$ cat config.mk
export PLATFORM = sky130hd
export DESIGN_NAME = pixel_reader
export DESIGN_NICKNAME = d
export VERILOG_FILES = /design/src/rtl/fl_comm_pkg.sv /design/src/rtl/pixel_reader_word_unpacker.sv /design/src/rtl/pixel_reader.sv
export SDC_FILE = /design/constraint.sdc
export NUM_CORES = 1
export LEC_CHECK = 0
export ABC_AREA = 1
export BUFFER_PORTS_ARGS = -buffer_cell sky130_fd_sc_hd__buf_2
export CAP_MARGIN = 20
export CORE_MARGIN = 3
export CORE_UTILIZATION = 45
export CTS_BUF_LIST = sky130_fd_sc_hd__clkbuf_8
export CTS_CLUSTER_SIZE = 40
export DETAILED_ROUTE_END_ITERATION = 8
export PLACE_DENSITY = 0.68
export REMOVE_ABC_BUFFERS = 1
export SYNTH_ARGS = -nofsm -noshare
export SYNTH_HDL_FRONTEND = slang
export SYNTH_SLANG_ARGS = --single-unit
$ cat constraint.sdc
create_clock -name clk -period 5.6 [get_ports clk]
set_clock_uncertainty 0.2 [all_clocks]
set_input_delay 0.84 -clock clk [delete_from_list [all_inputs] [get_ports clk]]
set_output_delay 0.84 -clock clk [all_outputs]
set_load 0.005 [all_outputs]
$ cat src/rtl/fl_comm_pkg.sv
// Shared widths and reader FSM encoding for the frame-load path.
package fl_comm_pkg;
  localparam int DATA_WIDTH      = 32;
  localparam int ADDR_WIDTH      = 32;
  localparam int PIXEL_SIZE      = 8;
  localparam int PIXELS_PER_WORD = DATA_WIDTH / PIXEL_SIZE;

  // pixel_reader states
  localparam logic [1:0] ST_IDLE  = 2'd0;
  localparam logic [1:0] ST_RUN   = 2'd1;
  localparam logic [1:0] ST_FLUSH = 2'd2;
  localparam logic [1:0] ST_DONE  = 2'd3;
endpackage

$ cat src/rtl/pixel_reader_word_unpacker.sv
// Two-entry word FIFO that presents the head word one pixel at a time,
// little-endian (lowest byte first), with a valid/ready output.
module word_unpacker
  import fl_comm_pkg::*;
(
  input  logic                  clk,
  input  logic                  reset,
  input  logic                  push,
  input  logic [DATA_WIDTH-1:0] push_data,
  input  logic                  last_pix,
  input  logic                  pixel_ready,
  output logic [1:0]            buf_cnt,
  output logic                  pop,
  output logic                  xfer,
  output logic [PIXEL_SIZE-1:0] pixel,
  output logic                  pixel_valid
);
  localparam int IW = (PIXELS_PER_WORD > 1) ? $clog2(PIXELS_PER_WORD) : 1;

  logic [DATA_WIDTH-1:0] word_buf [2];
  logic                  wr_ptr, rd_ptr;
  logic [IW-1:0]         idx;
  logic [1:0]            cnt;
  logic                  flush;

  assign buf_cnt     = cnt;
  assign pixel_valid = (cnt != 2'd0);
  assign pixel       = word_buf[rd_ptr][int'(idx)*PIXEL_SIZE +: PIXEL_SIZE];
  assign xfer        = pixel_valid && pixel_ready;
  // Head word retires after its top byte, or early on the frame's last pixel
  // so trailing bytes of a partial word are never shown.
  assign pop         = xfer && (last_pix || idx == IW'(PIXELS_PER_WORD - 1));
  assign flush       = xfer && last_pix;

  // FIFO pointers, occupancy and byte index
  always_ff @(posedge clk) begin
    if (!reset) begin
      word_buf[0] <= '0;
      word_buf[1] <= '0;
      wr_ptr      <= 1'b0;
      rd_ptr      <= 1'b0;
      idx         <= '0;
      cnt         <= 2'd0;
    end else if (flush) begin
      wr_ptr <= 1'b0;
      rd_ptr <= 1'b0;
      idx    <= '0;
      cnt    <= 2'd0;
    end else begin
      if (push) begin
        word_buf[wr_ptr] <= push_data;
        wr_ptr           <= ~wr_ptr;
      end
      if (pop) begin
        rd_ptr <= ~rd_ptr;
        idx    <= '0;
      end else if (xfer) begin
        idx <= idx + IW'(1);
      end
      cnt <= cnt + 2'(push) - 2'(pop);
    end
  end
endmodule

$ cat src/rtl/pixel_reader.sv
// Frame reader: issues BRAM word reads, tracks read latency, and streams
// unpacked pixels one per cycle; pulses done after the last pixel.
module pixel_reader
  import fl_comm_pkg::*;
#(
  parameter logic [ADDR_WIDTH-1:0] INPUT_ADDR   = 32'h4000_0000,
  parameter int                    NUM_PIXELS   = 784,
  parameter int                    READ_LATENCY = 2
) (
  input  logic                  clk,
  input  logic                  reset,
  input  logic                  start,
  output logic                  busy,
  output logic [ADDR_WIDTH-1:0] bram_addr,
  output logic                  bram_en,
  input  logic [DATA_WIDTH-1:0] bram_data,
  output logic [PIXEL_SIZE-1:0] pixel,
  output logic                  pixel_valid,
  input  logic                  pixel_ready,
  output logic                  done
);
  localparam int NUM_WORDS = (NUM_PIXELS * PIXEL_SIZE + DATA_WIDTH - 1) / DATA_WIDTH;
  localparam int WC_W      = $clog2(NUM_WORDS + 1);
  localparam int PC_W      = (NUM_PIXELS > 1) ? $clog2(NUM_PIXELS) : 1;

  logic [1:0]            state, state_nxt;
  logic [WC_W-1:0]       words_issued;
  logic [ADDR_WIDTH-1:0] next_addr, rd_addr;
  logic [READ_LATENCY:1] vld_pipe;
  logic [PC_W-1:0]       pix_cnt;
  logic [1:0]            buf_cnt;
  logic [2:0]            in_flight;
  logic                  pop, xfer, last_pix, issue, frame_end;

  assign last_pix  = (pix_cnt == PC_W'(NUM_PIXELS - 1));
  assign frame_end = xfer && last_pix;
  assign busy      = (state != ST_IDLE);
  assign done      = (state == ST_DONE);
  assign rd_addr   = (state == ST_IDLE) ? INPUT_ADDR : next_addr;

  // Reads issued but not yet captured (strobe this cycle plus latency pipe)
  always_comb begin
    in_flight = {2'b00, bram_en};
    for (int k = 1; k <= READ_LATENCY; k++)
      in_flight = in_flight + {2'b00, vld_pipe[k]};
  end

  // Issue while buffered+in-flight stays under two; a word retiring this
  // cycle already frees its slot, which keeps latency 3 bubble-free.
  always_comb begin
    issue = 1'b0;
    if (state == ST_IDLE)
      issue = start;
    else if (state == ST_RUN)
      issue = (words_issued != WC_W'(NUM_WORDS)) &&
              (({1'b0, buf_cnt} + in_flight - {2'b00, pop}) < 3'd2);
  end

  // Frame sequencing
  always_comb begin
    state_nxt = state;
    case (state)
      ST_IDLE:  if (start) state_nxt = ST_RUN;
      ST_RUN:   if (frame_end) state_nxt = ST_DONE;
                else if (words_issued == WC_W'(NUM_WORDS)) state_nxt = ST_FLUSH;
      ST_FLUSH: if (frame_end) state_nxt = ST_DONE;
      default:  state_nxt = ST_IDLE;
    endcase
  end

  // State, read strobe/address generation and pixel counter
  always_ff @(posedge clk) begin
    if (!reset) begin
      state        <= ST_IDLE;
      bram_en      <= 1'b0;
      bram_addr    <= INPUT_ADDR;
      next_addr    <= INPUT_ADDR;
      words_issued <= '0;
      pix_cnt      <= '0;
    end else begin
      state   <= state_nxt;
      bram_en <= issue;
      if (issue) begin
        bram_addr    <= rd_addr;
        next_addr    <= rd_addr + ADDR_WIDTH'(4);
        words_issued <= (state == ST_IDLE) ? WC_W'(1) : words_issued + WC_W'(1);
      end
      if (xfer)
        pix_cnt <= last_pix ? '0 : pix_cnt + PC_W'(1);
    end
  end

  // Read-latency valid pipe; the top bit marks bram_data as capturable
  always_ff @(posedge clk) begin
    if (!reset) begin
      vld_pipe <= '0;
    end else begin
      vld_pipe[1] <= bram_en;
      for (int k = 2; k <= READ_LATENCY; k++)
        vld_pipe[k] <= vld_pipe[k-1];
    end
  end

  word_unpacker u_unpack (
    .clk         (clk),
    .reset       (reset),
    .push        (vld_pipe[READ_LATENCY]),
    .push_data   (bram_data),
    .last_pix    (last_pix),
    .pixel_ready (pixel_ready),
    .buf_cnt     (buf_cnt),
    .pop         (pop),
    .xfer        (xfer),
    .pixel       (pixel),
    .pixel_valid (pixel_valid)
  );
endmodule
==> impl_metrics.py, run 1 <==
metrics = {
    "floorplanning": {
        "die_h_um": 135,
        "die_area_um2": 18300,
        "rows": 46,
        "ios": 80,
        "die_w_um": 135,
        "core_area_um2": 16100,
        "initial_core_util_pct": 46.7,
    },
    "synthesis": {
        "avgSynthCellArea_um2": 7.82,
        "synth_cell_types": 37,
        "synth_warnings": 0,
        "synth_cells": 963,
        "synth_compound_area_share_pct": 9.61,
        "synth_top_family_by_area": "simple AND/OR/NAND/NOR gates",
        "synthXorXnorAreaFrac_pct": 1.40,
        "yosys.area_share.simple_pct": 28.2,
        "yosysSeqAreaShare_pct": 49.5,
        "synth.area.mux_share_pct": 0,
        "synth_adder_area_share_pct": 2.86,
        "syn_area_um2": 7530,
        "ys_ff_latch": 154,
    },
    "sta": {
        "rsz0062_at_grt": "no",
        "finalSetupViolations": 0,
        "fin_ws_ps": 1560,
        "fmax_ghz": 0.247,
        "fin_crit_sh_pct": 72.2,
        "finalHoldWorstSlack_ps": 237,
        "slew_viol_final": 0,
        "hold_viol": 0,
        "slew_headroom_pct": 40.6,
        "setup-tns-final_ps": 0,
        "period_needed_ps": 4040,
        "max_slew.worst_pin.slew_ps": 890,
    },
    "placed_design": {
        "pre_cts_ws_ps": 1150,
        "io_buffer_count": 77,
        "dpl.hpwl_um": 11100,
        "finalWeightedCongestion": 0.845,
        "dp.cells": 1221,
        "place_area_um2": 8020,
    },
    "global_routing": {
        "grt_pass1_vias": 5737,
        "grt_max_degree": 46,
        "antenna_found_initial": 0,
        "grt_pass1_wl_um": 28000,
        "track_usage_pct": 18.9,
        "grt_overflow_total": 0,
    },
    "worst_setup_path": {
        "startpoint_type": "flop",
        "r2r_start": "pix_cnt[0]$_SDFFE_PN0P_",
        "r2r-end": "next_addr[26]$_SDFFE_PN0P_",
        "crit_path_max_fanout": 28,
        "end_kind": "flop",
        "arrival_ps": 4250,
        "cp-endpoint": "next_addr[26]$_SDFFE_PN0P_",
        "r2r_cells": 21,
        "worst-r2r-setup-slack_ps": 1560,
        "critPathLaunch": "pix_cnt[0]$_SDFFE_PN0P_",
        "critical_path_class": "reg2reg",
        "cp.required_ps": 5800,
    },
    "drt": {
        "drc": 0,
        "drt-pass1-iter-count": 5,
        "antenna_left": 0,
        "wl_per_cell_um": 13.5,
        "drt_iter0_markers": 502,
        "vias_per_cell": 5.02,
        "vias": 6288,
        "drt_wl_total_um": 16900,
    },
    "layout": {
        "num-fill-cells": 1576,
        "diodes": 0,
        "fin_util_pct": 52.2,
        "flow.area_growth_from_synthesis_pct": 11.7,
        "nets": 1076,
        "drive_gt1_share_pct": 14.9,
        "fin_cells": 1253,
        "design_area_um2": 8410,
    },
    "clock_tree": {
        "clk_latency_ps": 460,
        "cts.clk_slew.worst_paths_ps": 90,
        "ctsHoldBuffers": 0,
        "cts-resized-gates": 0,
        "cts_tree": "built",
        "cts_made_buffers": 17,
        "cts_root_buf": "clkbuf_8",
        "post_cts_buffers": 0,
        "cts.htree.levels": 4,
        "numClockSinks": 154,
        "clk_path_buf_depth": 2,
    },
    "hold_path": {
        "hp-start": "vld_pipe[1]$_SDFF_PN0_",
        "min_path_type": "reg2reg",
    },
    "power": {
        "vdd_drop_max_mv": 0.141,
        "power.density_nw_per_um2": 300,
        "p_comb_share_pct": 17.6,
        "p_clk_share_pct": 33.0,
        "pwr-share-seq_pct": 49.4,
        "p_int_mw": 1.69,
        "finalPower_mw": 2.52,
        "p_sw_share_pct": 32.8,
        "p_switching_mw": 0.826,
        "leakage_nw": 3.42,
    },
    "job": {
        "cap_violations": 0,
    },
    "outcome": {
        "status": "completed",
    },
}
## registers in the layout, summed over array words and instances (netlist names), named ones only
signal and count:
bram_addr 30, bram_en 1, next_addr 30, pix_cnt 10, state 2, u_unpack.buf_cnt 2
u_unpack.idx 2, u_unpack.rd_ptr 1, u_unpack.word_buf 64, u_unpack.wr_ptr 1, vld_pipe 2, words_issued 8
## critical path: stages, from the launching register on
cell and delay (ps):
dfxtp_1 360, ha_1 200, nand3_1 100, nor2_1 150, nand2_1 110, nand2_1 150, ha_1 260, fa_1 430
inv_1 70, nand2_1 50, fa_1 480, nand2_1 60, nor2_1 170, nand2_2 110, nand2_1 70, nand2_1 270
buf_4 350, nor2_1 120, nand2_1 70, nand2_1 60, nand2_1 50, nor2_1 80
## area by class of cell
cell class                      instances  area [um2]  area share, %
Clock buffer                           17         234           2.78
Clock inverter                         15         159           1.89
Inverter                              104         390           4.64
Multi-Input combinational cell        660        3170           37.7
Sequential cell                       154        3720           44.3
Tap cell                              216         270           3.21
Timing Repair Buffer                   87         460           5.47
## cells by family (layout without fill, tap and decap cells)
group,Yosys count,in the layout
AO/OA/AOI/OAI,135,135
buffers and inverters,150,223
XOR/XNOR,12,12
adder cells (fa/ha/maj),16,16
AND/OR/NAND/NOR,495,495
flip-flops,154,154
other,1,2
## power groups by stage
stage | Clock (mW) | Combinational (mW) | Sequential (mW)
after global routing | 0.895 | 0.504 | 1.25
final | 0.831 | 0.444 | 1.24
after global placement | 0 | 0.442 | 1.27
after floorplan | 0 | 0.276 | 1.26
after CTS | 0.850 | 0.446 | 1.24
after detailed placement | 0 | 0.445 | 1.27
## cell usage in the layout (no fill, tap or decap), types with 14 or more instances in the layout
cell / n
ha_1: 14
o21ai_0: 52
nand2_1: 184
clkbuf_8: 17
buf_2: 77
dfxtp_1: 90
edfxtp_1: 64
nand3_1: 50
nor2_1: 204
inv_1: 99
a21oi_1: 53
## synth_stat cells
cell	number	area, um2
nor3_1	8	40.0
o32ai_1	1	8.76
xor2_1	9	78.8
buf_2	18	90.1
inv_1	99	372
edfxtp_1	64	1920
clkbuf_1	17	63.8
inv_2	5	18.8
nand4_2	1	12.5
a21oi_1	53	265
o21ai_1	4	20.0
o22ai_1	9	56.3
a31oi_1	8	50.1
nor2_1	204	766
a211oi_1	3	22.5
nor2_4	4	45.0
or2_2	2	12.5
nand2_2	6	37.5
nor3_2	1	10.0
or2_1	1	6.26
nand4_1	11	68.8
nand3b_1	4	30.0
o21ai_0	52	260
nand2_1	185	694
xnor2_1	3	26.3
nor2_2	7	43.8
nand3_1	50	250
nand3_2	8	80.1
o211a_1	1	10.0
o31ai_1	4	30.0
buf_6	3	33.8
dfxtp_1	90	1800
ha_1	14	175
conb_1	1	3.75
fa_1	2	40.0
nor3b_1	3	22.5
buf_4	8	60.1
## worst min-delay path by stage
stage                             endpoint  slack [ps]  depth (start not counted)
floorplan           vld_pipe[2]$_SDFF_PN0_         210                          2
global placement    vld_pipe[2]$_SDFF_PN0_         220                          2
detailed placement  vld_pipe[2]$_SDFF_PN0_         220                          2
CTS                 vld_pipe[2]$_SDFF_PN0_         240                          2
global route        vld_pipe[2]$_SDFF_PN0_         260                          2
finish              vld_pipe[2]$_SDFF_PN0_         240                          2
## per-layer routing
metal,vias to the layer above,global-route usage (%),share of wire [%]
li1,3229,-,-
met5,-,0,0
met3,19,3.34,5.1
met2,154,31.4,47
met1,2886,25.2,47
met4,0,6.22,1.2
No activity file was read; power rests on OpenSTA's default activity.
==> run 2, diff against run 1 <==
- ABC_AREA: 1 -> 0
- clock period: 5.6 -> 4.2 ns (I/O delays scaled with it)
==> impl_metrics.py, run 2 <==
metrics = {
    "outcome": {
        "status": "finished, violations left",
        "violations": "negative setup slack",
    },
    "clock_tree": {
        "clk_path_buf_depth": 2,
        "cts_made_buffers": 17,
        "cts.clk_slew.worst_paths_ps": 90,
        "cts.htree.levels": 4,
        "cts_tree": "built",
        "cts_root_buf": "clkbuf_8",
        "clk_latency_ps": 450,
        "numClockSinks": 154,
    },
    "synthesis": {
        "synth_top_family_by_area": "simple AND/OR/NAND/NOR gates",
        "synth_adder_area_share_pct": 3.05,
        "async_flop_share_pct": 0,
        "synth.most_common_cell": "dfxtp_1",
        "synth_cell_types": 63,
        "yosys.area_share.simple_pct": 21.8,
        "synth_cells": 651,
        "syn_area_um2": 7050,
        "synth_top_area_share_pct": 27.3,
        "synth_compound_area_share_pct": 9.07,
        "synth_edf_count": 64,
        "ys_top_cells_by_area": "edfxtp_1, dfxtp_1, and2_1",
        "ys_ff_latch": 154,
        "avgSynthCellArea_um2": 10.8,
        "synth.area.mux_share_pct": 7.53,
        "ys.flop_type": "dfxtp_1",
        "synth_largest_area_cell": "edfxtp_1",
        "synth_warnings": 0,
        "ys_top_cells_by_count": "dfxtp_1, and2_1, edfxtp_1",
        "synthXorXnorAreaFrac_pct": 2.49,
        "yosysSeqAreaShare_pct": 52.8,
    },
    "floorplanning": {
        "die_h_um": 131,
        "die_w_um": 131,
        "ios": 80,
        "die_area_um2": 17200,
        "core_area_um2": 15300,
        "rows": 45,
        "initial_core_util_pct": 46.2,
    },
    "global_routing": {
        "grt_max_degree": 34,
        "grt_overflow_total": 0,
        "track_usage_pct": 19.1,
        "grt_pass1_wl_um": 26800,
        "antenna_found_initial": 0,
        "grt_pass1_vias": 5399,
    },
    "sta": {
        "fmax_ghz": 0.238,
        "rsz0062_at_grt": "yes",
        "slew_viol_final": 0,
        "finalSetupViolations": 2,
        "finalHoldWorstSlack_ps": 260,
        "fin_crit_sh_pct": 100,
        "setup-tns-final_ps": -18.5,
        "slew_headroom_pct": 38.9,
        "max_slew.worst_pin.slew_ps": 916,
        "fin_ws_ps": -9.76,
        "hold_viol": 0,
        "period_needed_ps": 4210,
    },
    "power": {
        "pwr-share-seq_pct": 47.9,
        "vdd_drop_max_mv": 0.182,
        "leakage_nw": 3.34,
        "power.density_nw_per_um2": 406,
        "p_clk_share_pct": 30.9,
        "p_comb_share_pct": 21.2,
        "p_switching_mw": 1.07,
        "p_int_mw": 2.37,
        "p_sw_share_pct": 31.0,
        "finalPower_mw": 3.44,
    },
    "layout": {
        "fin_util_pct": 55.5,
        "layout_commonest_cell": "dfxtp_1",
        "flow.area_growth_from_synthesis_pct": 20.1,
        "largest_register_ffs": 64,
        "largestRegisters": "u_unpack.word_buf: 64 flops, bram_addr: 30 flops, next_addr: 30 flops",
        "diodes": 0,
        "drive_gt1_share_pct": 27.2,
        "regMostFlops": "u_unpack.word_buf",
        "final_cell_mix": "dfxtp_1, buf_2, and2_1",
        "nets": 810,
    },
    "drt": {
        "drt_wl_total_um": 16300,
        "drt_iter0_markers": 397,
        "vias_per_cell": 5.50,
        "wl_per_cell_um": 16.6,
        "antenna_left": 0,
        "drc": 0,
        "drt-pass1-iter-count": 5,
        "vias": 5405,
    },
    "worst_setup_path": {
        "crit_path_max_fanout": 5,
        "arrival_ps": 4350,
        "cp.required_ps": 4350,
        "critPathLaunch": "pix_cnt[4]$_SDFFE_PN0P_",
        "end_kind": "flop",
        "r2r_start": "pix_cnt[4]$_SDFFE_PN0P_",
        "startpoint_type": "flop",
        "critical_path_class": "reg2reg",
    },
    "placed_design": {
        "dpl.hpwl_um": 10900,
        "io_buffer_count": 77,
        "finalWeightedCongestion": 0.918,
        "pre_cts_ws_ps": -223,
    },
    "hold_path": {
        "min_path_type": "in2reg",
        "hp-start": "bram_data[22]",
    },
    "job": {
        "cap_violations": 0,
    },
}
==> run 2: power by group through the flow <==
stage          sequential (mW)  clock [mW]  combinational [mW]
3_5_place_dp              1.68           0               0.597
6_report                  1.65        1.06               0.728
3_3_place_gp              1.67           0               0.582
2_1_floorplan             1.67           0               0.321
4_1_cts                   1.65        1.10               0.647
5_1_grt                   1.65        1.15               0.785
==> run 2: logic make-up (layout without fill, tap and decap cells) <==
group,Yosys count,in the layout
DFF,154,154
adders and majority gates,16,16
muxes,32,32
xor gates and xnor gates,20,20
and+or+nand+nor,281,281
other,1,2
buffers and inverters,55,174
AOI/OAI and AO/OA,92,92
==> run 2: path summary, 6_finish.rpt <==
kind	endpoint	slack, ps	depth (start not counted)
max	next_addr[16]$_SDFFE_PN0P_	-10	14
min	u_unpack.word_buf[0][22]$_SDFFCE_PN0P_	260	2
max reg2reg	next_addr[16]$_SDFFE_PN0P_	-10	14
min reg2reg	bram_addr[2]$_SDFFE_PN0P_	260	2
==> run 2: routing by layer <==
| metal | wire [um] | GRT usage, % |
|---|---|---|
| met5 | 0 | 0 |
| met4 | 283 | 6.42 |
| met3 | 885 | 4.94 |
| met2 | 8230 | 32.6 |
| met1 | 6880 | 23.6 |
==> run 2: layout make-up <==
| class | instances | area, um2 |
|---|---|---|
| fillers | 1350 | 6800 |
| flip-flops and latches | 154 | 3720 |
| multi-input cells | 443 | 3260 |
| repair buffers | 124 | 772 |
| well taps | 211 | 264 |
| clock buffers | 17 | 234 |
| clock inverters | 15 | 145 |
| inverters | 18 | 67.6 |
==> run 2: timing repair <==
action | in CTS | in global routing
endpoints found under the hold margin | 0 | 0
pin swaps | 7 | 12
gates cloned | 1 | 0
resized for setup | 19 | 20
setup buffers | 0 | 6
hold buffers | 0 | 0
setup endpoints to repair | 43 | 64
==> run 2: worst max-delay path: stages (launching register included) <==
cell	delay (ps)
dfxtp_2	330
or4_1	500
or4_4	460
nand2_4	90
ha_4	190
fa_1	440
nand2b_4	150
fa_1	480
inv_1	50
or3_4	390
buf_6	150
nor4b_4	190
buf_4	170
a31oi_2	90
a41o_1	220
==> run 2: per-stage QoR <==
| step | area, um2 | instances |
|---|---|---|
| floorplan | 6890 | 615 |
| global placement | 7840 | 943 |
| detailed placement | 7840 | 943 |
| CTS | 8320 | 976 |
| global route | 8460 | 982 |
| finish | 8460 | 982 |
==> run 3, diff against run 2 <==
--- a/config.mk
+++ b/config.mk
@@ -10,3 +10,4 @@
 export CAP_MARGIN = 20
-export CORE_MARGIN = 3
+export CORE_ASPECT_RATIO = 0.7
+export CORE_MARGIN = 4
 export CORE_UTILIZATION = 45
--- a/constraint.sdc
+++ b/constraint.sdc
@@ -4,2 +4,2 @@
 set_output_delay 0.63 -clock clk [all_outputs]
-set_load 0.005 [all_outputs]
+set_load 0.02 [all_outputs]
==> impl_metrics.py, run 3 (synthesized netlist as in run 2, its figures left out) <==
metrics = {
    "drt": {
        "drc": 0,
        "vias": 5312,
        "wl_per_cell_um": 17.1,
        "drt_iter0_markers": 313,
        "antenna_left": 0,
        "drt_wl_total_um": 16500,
        "vias_per_cell": 5.53,
        "drt-pass1-iter-count": 5,
    },
    "worst_setup_path": {
        "critical_path_class": "reg2reg",
        "r2r-end": "next_addr[23]$_SDFFE_PN0P_",
        "r2r_cells": 14,
        "worst-r2r-setup-slack_ps": -100,
        "arrival_ps": 4450,
        "crit_path_max_fanout": 8,
        "r2r_start": "pix_cnt[4]$_SDFFE_PN0P_",
        "cp.required_ps": 4350,
        "cp-endpoint": "next_addr[23]$_SDFFE_PN0P_",
        "startpoint_type": "flop",
        "critPathLaunch": "pix_cnt[4]$_SDFFE_PN0P_",
        "end_kind": "flop",
    },
    "layout": {
        "design_area_um2": 8450,
        "drive_gt1_share_pct": 27.6,
        "largest_register_ffs": 64,
        "diodes": 0,
        "largestRegisters": "u_unpack.word_buf: 64 flops, bram_addr: 30 flops, next_addr: 30 flops",
        "nets": 804,
        "layout_commonest_cell": "dfxtp_1",
        "regMostFlops": "u_unpack.word_buf",
        "fin_cells": 960,
        "final_cell_mix": "dfxtp_1, buf_2, and2_1",
        "flow.area_growth_from_synthesis_pct": 19.9,
        "fin_util_pct": 56.3,
    },
    "sta": {
        "fin_crit_sh_pct": 102,
        "period_needed_ps": 4300,
        "fin_ws_ps": -103,
        "slew_headroom_pct": 42.6,
        "rsz0062_at_grt": "yes",
        "finalHoldWorstSlack_ps": 254,
        "fmax_ghz": 0.232,
        "finalSetupViolations": 39,
        "max_slew.worst_pin.slew_ps": 861,
        "slew_viol_final": 0,
        "hold_viol": 0,
    },
    "clock_tree": {
        "clk_latency_ps": 460,
        "cts.htree.levels": 4,
        "cts_root_buf": "clkbuf_8",
        "clk_path_buf_depth": 2,
        "numClockSinks": 154,
        "cts_made_buffers": 17,
        "cts.clk_slew.worst_paths_ps": 90,
        "cts_tree": "built",
        "ctsHoldBuffers": 0,
    },
    "floorplanning": {
        "initial_core_util_pct": 47.0,
        "die_h_um": 113,
        "core_area_um2": 15000,
        "rows": 37,
        "die_area_um2": 17800,
        "ios": 80,
        "die_w_um": 158,
    },
    "power": {
        "leakage_nw": 3.32,
        "p_int_mw": 2.36,
        "p_switching_mw": 1.11,
        "power.density_nw_per_um2": 411,
        "p_sw_share_pct": 32.1,
        "p_clk_share_pct": 31.1,
        "pwr-share-seq_pct": 47.4,
        "p_comb_share_pct": 21.5,
        "vdd_drop_max_mv": 0.201,
    },
    "placed_design": {
        "dp.cells": 924,
        "place_area_um2": 7840,
        "finalWeightedCongestion": 0.876,
        "dpl.hpwl_um": 11100,
        "io_buffer_count": 77,
    },
    "outcome": {
        "status": "finished, violations left",
        "violations": "negative setup slack",
    },
    "global_routing": {
        "track_usage_pct": 19.0,
        "grt_overflow_total": 0,
        "grt_pass1_wl_um": 27000,
        "grt_max_degree": 41,
        "grt_pass1_vias": 5255,
        "antenna_found_initial": 0,
    },
    "hold_path": {
        "hp-start": "bram_data[10]",
        "min_path_type": "in2reg",
    },
    "job": {
        "cap_violations": 0,
    },
}
run 3: routing by layer:
| layer | vias to the layer above | GRT usage [%] | part of all wire (%) |
|---|---|---|---|
| li1 | 2540 | - | - |
| met1 | 2570 | 27.4 | 47 |
| met2 | 184 | 27.6 | 45 |
| met3 | 18 | 5.50 | 6.5 |
| met4 | 0 | 6.48 | 1.5 |
| met5 | - | 0 | 0 |
run 3: how the worst min path moves through the flow:
stage	cells after the start	to
floorplan	2	vld_pipe[2]$_SDFF_PN0_
CTS	2	u_unpack.word_buf[0][8]$_SDFFCE_PN0P_
global placement	2	vld_pipe[2]$_SDFF_PN0_
detailed placement	1	bram_addr[12]$_SDFFE_PN0P_
global route	2	u_unpack.word_buf[1][15]$_SDFFCE_PN0P_
finish	2	u_unpack.word_buf[1][10]$_SDFFCE_PN0P_
run 3: cell type report:
class	count	area, um2
Clock buffer	17	234
Multi-Input combinational cell	443	3280
Timing Repair Buffer	118	756
Fill cell	1275	6550
Inverter	18	67.6
Clock inverter	15	141
Tap cell	195	244
Sequential cell	154	3720
run 3: stage by stage:
step	setup TNS, ps	setup slack (ps)	total power, mW
2_1_floorplan	-17050	-514	2.01
6_report	-1760	-103	3.47
4_1_cts	-720	-101	3.44
3_3_place_gp	-3810	-193	2.31
5_1_grt	-5690	-219	3.63
3_5_place_dp	-5800	-245	2.33
run 3: critical path, stage by stage, from the launching register on:
cell	delay, ps
dfxtp_2	330
or4_4	530
or4_4	460
nand2_4	90
ha_4	190
fa_1	430
nand2b_4	150
fa_2	520
inv_2	40
or3_4	390
buf_4	210
nor3_2	200
buf_4	170
nand4_1	120
mux2i_1	160
run 3: power groups by stage:
stage	registers (mW)	logic (mW)	clock network [mW]
after floorplan	1.67	0.340	0
after global routing	1.65	0.802	1.18
final	1.65	0.748	1.08
after global placement	1.68	0.633	0
after CTS	1.65	0.686	1.11
after detailed placement	1.68	0.649	0
run 3: timing repair:
item | 4_1_cts | 5_1_grt
buffers inserted | 2 | 1
endpoints found under the setup margin | 46 | 59
gates cloned | 0 | 1
pin swaps | 4 | 4
gates resized for setup | 20 | 18
